===== config.mk =====
export PLATFORM = sky130hd
export DESIGN_NAME = nabp_shifter_multi
export DESIGN_NICKNAME = d
export VERILOG_FILES = /design/src/rtl/nabp_shifter_multi.sv
export SDC_FILE = /design/constraint.sdc
export NUM_CORES = 1
export LEC_CHECK = 0
export CORE_MARGIN = 2
export CORE_UTILIZATION = 40
export DETAILED_ROUTE_END_ITERATION = 12
export SYNTH_ARGS = -nofsm -noshare
export SYNTH_HDL_FRONTEND = slang
export SYNTH_SLANG_ARGS = --single-unit

===== constraint.sdc =====
create_clock -name clk -period 5.19 [get_ports clk]
set_input_delay 1.557 -clock clk [delete_from_list [all_inputs] [get_ports clk]]
set_output_delay 1.557 -clock clk [all_outputs]
set_load 0.1 [all_outputs]

===== src/rtl/nabp_shifter_multi.sv =====
// Fill/shift sequencer with multi-pixel fixed-point stepping, driving the mapper, line buffer and PE enables.
// Optional macro NABP_SHIFTER_STALL_EN adds the sc_stall freeze input.
module nabp_shifter_multi #(
  parameter int IMAGE_SIZE = 256,
  parameter int FILL_CNT   = 15,
  parameter int ACCU_W     = 16,
  parameter int FRAC_W     = 8,
  parameter int MAX_STEP   = 3,
  parameter int LB_DELAY   = 1,
  parameter int PE_DELAY   = 2,
  parameter int DONE_DELAY = 2,
  localparam int STEP_W    = $clog2(MAX_STEP + 1)
) (
  input  logic              clk,
  input  logic              reset,
  input  logic              sc_fill_kick,
  input  logic              sc_shift_kick,
  input  logic              sc_abort,
  input  logic [ACCU_W-1:0] sc_accu_base,
  input  logic [ACCU_W-1:0] sc_accu_init,
`ifdef NABP_SHIFTER_STALL_EN
  input  logic              sc_stall,
`endif
  output logic              sc_fill_done,
  output logic              sc_shift_done,
  output logic              sc_busy,
  output logic              sc_err,
  output logic              mp_kick,
  output logic              mp_done,
  output logic              mp_shift_en,
  output logic [STEP_W-1:0] mp_shift_amt,
  output logic              lb_clear,
  output logic              lb_shift_en,
  output logic [STEP_W-1:0] lb_shift_amt,
  output logic              sw_pe_en
);

  localparam int INT_W = ACCU_W - FRAC_W;
  localparam int CNT_W = (IMAGE_SIZE > 1) ? $clog2(IMAGE_SIZE) : 1;

  typedef enum logic [1:0] {READY, FILL, FILL_DONE, SHIFT} state_t;

  state_t            state, state_next;
  logic [CNT_W-1:0]  cnt;
  logic [ACCU_W-1:0] accu, base, accu_next;
  logic [INT_W-1:0]  step, base_int;
  logic [STEP_W-1:0] amt_raw;
  logic              en_raw, cnt_zero, advance, stall, shift_kick_ok, err_cond;
  logic              fill_raw, shift_raw;
  logic [STEP_W:0]   lb_out;
  logic              pe_out;
  logic [1:0]        done_out;

`ifdef NABP_SHIFTER_STALL_EN
  assign stall = sc_stall;
`else
  assign stall = 1'b0;
`endif

  assign advance   = ~stall;
  assign cnt_zero  = (cnt == '0);
  assign accu_next = accu + base;
  // Integer-part difference modulo 2^INT_W, so an accumulator wrap still yields a forward step.
  assign step      = accu_next[ACCU_W-1:FRAC_W] - accu[ACCU_W-1:FRAC_W];
  assign base_int  = sc_accu_base[ACCU_W-1:FRAC_W];
  assign err_cond  = (32'(base_int) > MAX_STEP) ||
                     ((32'(base_int) == MAX_STEP) && (sc_accu_base[FRAC_W-1:0] != '0));
  assign shift_kick_ok = (state == FILL_DONE) && sc_shift_kick && !sc_abort && advance;

  always_comb begin
    state_next = state;
    en_raw     = 1'b0;
    amt_raw    = '0;
    case (state)
      READY:     if (sc_fill_kick) state_next = FILL;
      FILL: begin
        if (cnt_zero) begin
          state_next = FILL_DONE;
        end else begin
          en_raw  = 1'b1;
          amt_raw = STEP_W'(1);
        end
      end
      FILL_DONE: if (sc_shift_kick) state_next = SHIFT;
      SHIFT: begin
        if (cnt_zero) state_next = READY;
        en_raw  = (step != '0);
        amt_raw = (32'(step) > MAX_STEP) ? STEP_W'(MAX_STEP) : STEP_W'(step);
      end
    endcase
    if (sc_abort) state_next = READY;
  end

  always_ff @(posedge clk) begin
    if (reset) begin
      state <= READY;
    end else if (sc_abort || advance) begin
      state <= state_next;
    end
  end

  always_ff @(posedge clk) begin
    if (reset) begin
      cnt  <= CNT_W'(FILL_CNT);
      accu <= '0;
      base <= '0;
    end else if (sc_abort) begin
      cnt <= CNT_W'(FILL_CNT);
    end else if (advance) begin
      case (state)
        READY:     cnt <= CNT_W'(FILL_CNT);
        FILL:      cnt <= cnt_zero ? CNT_W'(IMAGE_SIZE - 1) : cnt - CNT_W'(1);
        FILL_DONE: begin
          if (sc_shift_kick) begin
            accu <= sc_accu_init;
            base <= sc_accu_base;
          end
        end
        SHIFT: begin
          cnt  <= cnt_zero ? CNT_W'(FILL_CNT) : cnt - CNT_W'(1);
          accu <= accu_next;
        end
      endcase
    end
  end

  // Sticky until reset; abort deliberately leaves it alone.
  always_ff @(posedge clk) begin
    if (reset) begin
      sc_err <= 1'b0;
    end else if (shift_kick_ok && err_cond) begin
      sc_err <= 1'b1;
    end
  end

  assign fill_raw  = (state == FILL)  && cnt_zero && advance && !sc_abort;
  assign shift_raw = (state == SHIFT) && cnt_zero && advance && !sc_abort;

  generate
    if (LB_DELAY == 0) begin : g_lb_comb
      assign lb_out = {en_raw, amt_raw};
    end else begin : g_lb_pipe
      logic [STEP_W:0] pipe [LB_DELAY];
      always_ff @(posedge clk) begin
        if (reset || sc_abort) begin
          for (int i = 0; i < LB_DELAY; i++) pipe[i] <= '0;
        end else if (advance) begin
          pipe[0] <= {en_raw, amt_raw};
          for (int i = 1; i < LB_DELAY; i++) pipe[i] <= pipe[i-1];
        end
      end
      assign lb_out = pipe[LB_DELAY-1];
    end

    if (PE_DELAY == 0) begin : g_pe_comb
      assign pe_out = (state == SHIFT);
    end else begin : g_pe_pipe
      logic pipe [PE_DELAY];
      always_ff @(posedge clk) begin
        if (reset || sc_abort) begin
          for (int i = 0; i < PE_DELAY; i++) pipe[i] <= 1'b0;
        end else if (advance) begin
          pipe[0] <= (state == SHIFT);
          for (int i = 1; i < PE_DELAY; i++) pipe[i] <= pipe[i-1];
        end
      end
      assign pe_out = pipe[PE_DELAY-1];
    end

    if (DONE_DELAY == 0) begin : g_done_comb
      assign done_out = {fill_raw, shift_raw};
    end else begin : g_done_pipe
      logic [1:0] pipe [DONE_DELAY];
      always_ff @(posedge clk) begin
        if (reset || sc_abort) begin
          for (int i = 0; i < DONE_DELAY; i++) pipe[i] <= '0;
        end else if (advance) begin
          pipe[0] <= {fill_raw, shift_raw};
          for (int i = 1; i < DONE_DELAY; i++) pipe[i] <= pipe[i-1];
        end
      end
      assign done_out = pipe[DONE_DELAY-1];
    end
  endgenerate

  assign mp_shift_en   = en_raw & advance;
  assign mp_shift_amt  = amt_raw;
  assign lb_shift_en   = lb_out[STEP_W] & advance;
  assign lb_shift_amt  = lb_out[STEP_W-1:0];
  assign sw_pe_en      = pe_out;
  assign sc_fill_done  = done_out[1];
  assign sc_shift_done = done_out[0];
  assign mp_done       = done_out[0];
  assign sc_busy       = (state != READY);
  assign mp_kick       = sc_fill_kick;
  assign lb_clear      = sc_fill_kick;

endmodule


==> results.sh <==
export IMPL_dp_final_hpwl_um=5790
export IMPL_maxCapViolations=0
export IMPL_cp_num_buf_inv=1
export IMPL_syn_nets=471
export IMPL_clock_sinks=51
export IMPL_dpl_instance_area_um2=4010
export IMPL_yosys_top_cells_area="dfxtp_1 (31%), ha_1 (11%), a21oi_1 (7.7%), nand2_1 (5.7%), nor2_1 (3.8%)"
export IMPL_final_layout_size_suffix_gt1_frac=0.164
export IMPL_die_area_um2=9070
export IMPL_path_cells="ha_4, fa_2, a21oi_4, o21ai_2, and4_4, a21o_1, o41ai_2, xnor2_1, ha_2, o21ai_2, a21oi_2, nor4b_2, a211oi_2, and4_1, and3_4, a21oi_4, buf_12"
export IMPL_mostFrequentLayoutCells="nand2_1 (51), dfxtp_1 (47), a21oi_1 (45)"
export IMPL_wl_met1_um=3920
export IMPL_area_delta_synth_final_pct=27.6
export IMPL_utilization=0.523
export IMPL_postCtsHoldBufs=0
export IMPL_rsz0062_at_grt="yes"
export IMPL_crit_family="compound AO/OA/AOI/OAI gates"
export IMPL_cts_buffer_depth=2
export IMPL_rrSetupSlack_ns=1.75
export IMPL_dr_wl_met3_um=277
export IMPL_finalCritPeriodShare=1.05
export IMPL_finalHoldViolCount=0
export IMPL_start_util=0.409
export IMPL_finalMaxSlewViolations=0
export IMPL_finalWorstSetupSlack_ns=-0.250
export IMPL_gp_congestion=0.828
export IMPL_slew_headroom=0.288
export IMPL_tightest_slew_ns=1.06
export IMPL_synth_top_area_frac=0.307
export IMPL_power_leakage_uw=0.00166
export IMPL_die_x_um=95.3
export IMPL_critPathLaunchType="register"
export IMPL_die_height_um=95.3
export IMPL_clockRootBuffer="clkbuf_8"
export IMPL_n_antenna_cell=0
export IMPL_synth_area_um2=3330
export IMPL_cp_slowest_cell="dfxtp_4"
export IMPL_vdd_ir_drop_worst_mv=0.0859
export IMPL_port_buffers=49
export IMPL_yosysWarnings=0
export IMPL_highest_layer="met4"
export IMPL_io_pins=51
export IMPL_grt_max_degree=21
export IMPL_fin_nets=525
export IMPL_min_period_ns=5.44
export IMPL_drt_wirelength_per_cell_um=13.5
export IMPL_cellPowerDensity_nw_per_um2=191
export IMPL_synth_enable_flop_cells=0
export IMPL_globalRouteOverflowTotal=0
export IMPL_clk_pin_slew_ns=0.09
export IMPL_grt_pass1_vias=2795
export IMPL_num_vias=2941
export IMPL_fmax_mhz=184
export IMPL_dpl_worst_slack_ns=-0.0364
export IMPL_crit_arrival_ns=3.88
export IMPL_syn_inst=403
export IMPL_ys_types=57
export IMPL_synth_avg_cell_area_um2=8.26
export IMPL_slowest_delay_ns=0.37
export IMPL_firstDrtPassIters=4
export IMPL_status="finished with violations"
export IMPL_synthArstFlopShare=0
export IMPL_ant_nets=0
export IMPL_violations="negative setup slack"
export IMPL_cts_buffers_inserted=5
export IMPL_htreeDepth=2
export IMPL_ys_seq_area_frac=0.307
export IMPL_worstHoldPathType="register to register"
export IMPL_avgViaCountPerCell=5.23
export IMPL_end_kind="output pin"
export IMPL_clock_skew_ns=0.00718
export IMPL_coreArea_um2=8130
export IMPL_cts_tree="built"
export IMPL_clk_latency_ns=0.30
export IMPL_rows=33
export IMPL_finalSetupViolCount=3
export IMPL_cp_max_fo=3
export IMPL_final_common_cell="nand2_1"
export IMPL_antenna_found_initial=0
export IMPL_drc=0
export IMPL_drt_total_wl_um=7590
export IMPL_fill_cells=792
export IMPL_critical_path_class="register to output pin"
export IMPL_wl_met2_um=3330
export IMPL_ys_flop_type="dfxtp_1"
export IMPL_grtUsageTotal=0.180
export IMPL_synth_seq_cells=51
export IMPL_first_iter_violations=119
export IMPL_required_ns=3.63
export IMPL_grt_pass1_wl_um=13000
export IMPL_synth_top_area_cell="dfxtp_1"
export IMPL_fin_area_um2=4250
sequential cells by signal (all words and copies together), names as in the netlist:
register,flops
accu,15
base,16
cnt,8
g_done_pipe.pipe,4
g_lb_pipe.pipe,3
g_pe_pipe.pipe,2
sc_err,1
state,2
path summary, 6_finish.rpt:
path,from,to,depth (start not counted)
max,base[0],mp_shift_en,17
max reg2reg,base[0],g_lb_pipe.pipe[0][2],16
min reg2reg,g_pe_pipe.pipe[0][0],g_pe_pipe.pipe[0][1],1
min,g_pe_pipe.pipe[0][0],g_pe_pipe.pipe[0][1],1
through the flow:
stage	std cells	setup TNS [ns]	power, uW	hold WS (ns)
global placement	549	0	539	0.413
floorplan	403	0	491	0.406
finish	562	-0.623	813	0.429
CTS	561	-0.483	826	0.433
global route	562	-1.14	849	0.447
detailed placement	549	-0.0364	540	0.412
cell type report:
type                            count  area [um2]  area share
Clock buffer                        6        72.6      0.0171
Clock inverter                      1        30.0     0.00706
Inverter                           20        75.1      0.0177
Multi-Input combinational cell    314        2280       0.536
Sequential cell                    51        1030       0.242
Tap cell                          105         131      0.0309
Timing Repair Buffer               65         636       0.149
Yosys cell counts (all sizes together) (6+ instances only):
cell type  number
mux2i          11
o21ai          20
nand3           6
ha             29
dfxtp          51
a211oi         13
nor2           34
a21oi          54
inv            20
nand2          51
xnor2          14
xor2            6
clkbuf         13
cell families (layout without fill, tap and decap cells):
logic type | after synthesis | after routing | share of synthesized area
fa+ha+maj | 31 | 31 | 0.121
xor+xnor | 20 | 20 | 0.0571
simple gates | 139 | 139 | 0.208
flops | 51 | 51 | 0.307
mux | 11 | 11 | 0.0331
compound gates | 113 | 113 | 0.225
buf+inv | 38 | 92 | 0.0488
timing repair:
| action | in CTS | in global routing |
|---|---|---|
| setup endpoints to repair | 3 | 3 |
| resized for setup | 21 | 5 |
| setup buffers | 5 | 1 |
| pin swaps | 10 | 6 |
report_power, final:
part	switching, uW	leakage [uW]	internal, uW
registers	2.32	0.000414	393
clock network	130	0.0000513	142
logic	78.0	0.00120	68.5
per-layer routing:
layer | vias up | GRT usage
met5 | - | 0
met4 | 0 | 0.0459
met3 | 6 | 0.0221
met2 | 51 | 0.285
met1 | 1360 | 0.260
li1 | 1524 | -
No activity file was read; power rests on OpenSTA's default activity.
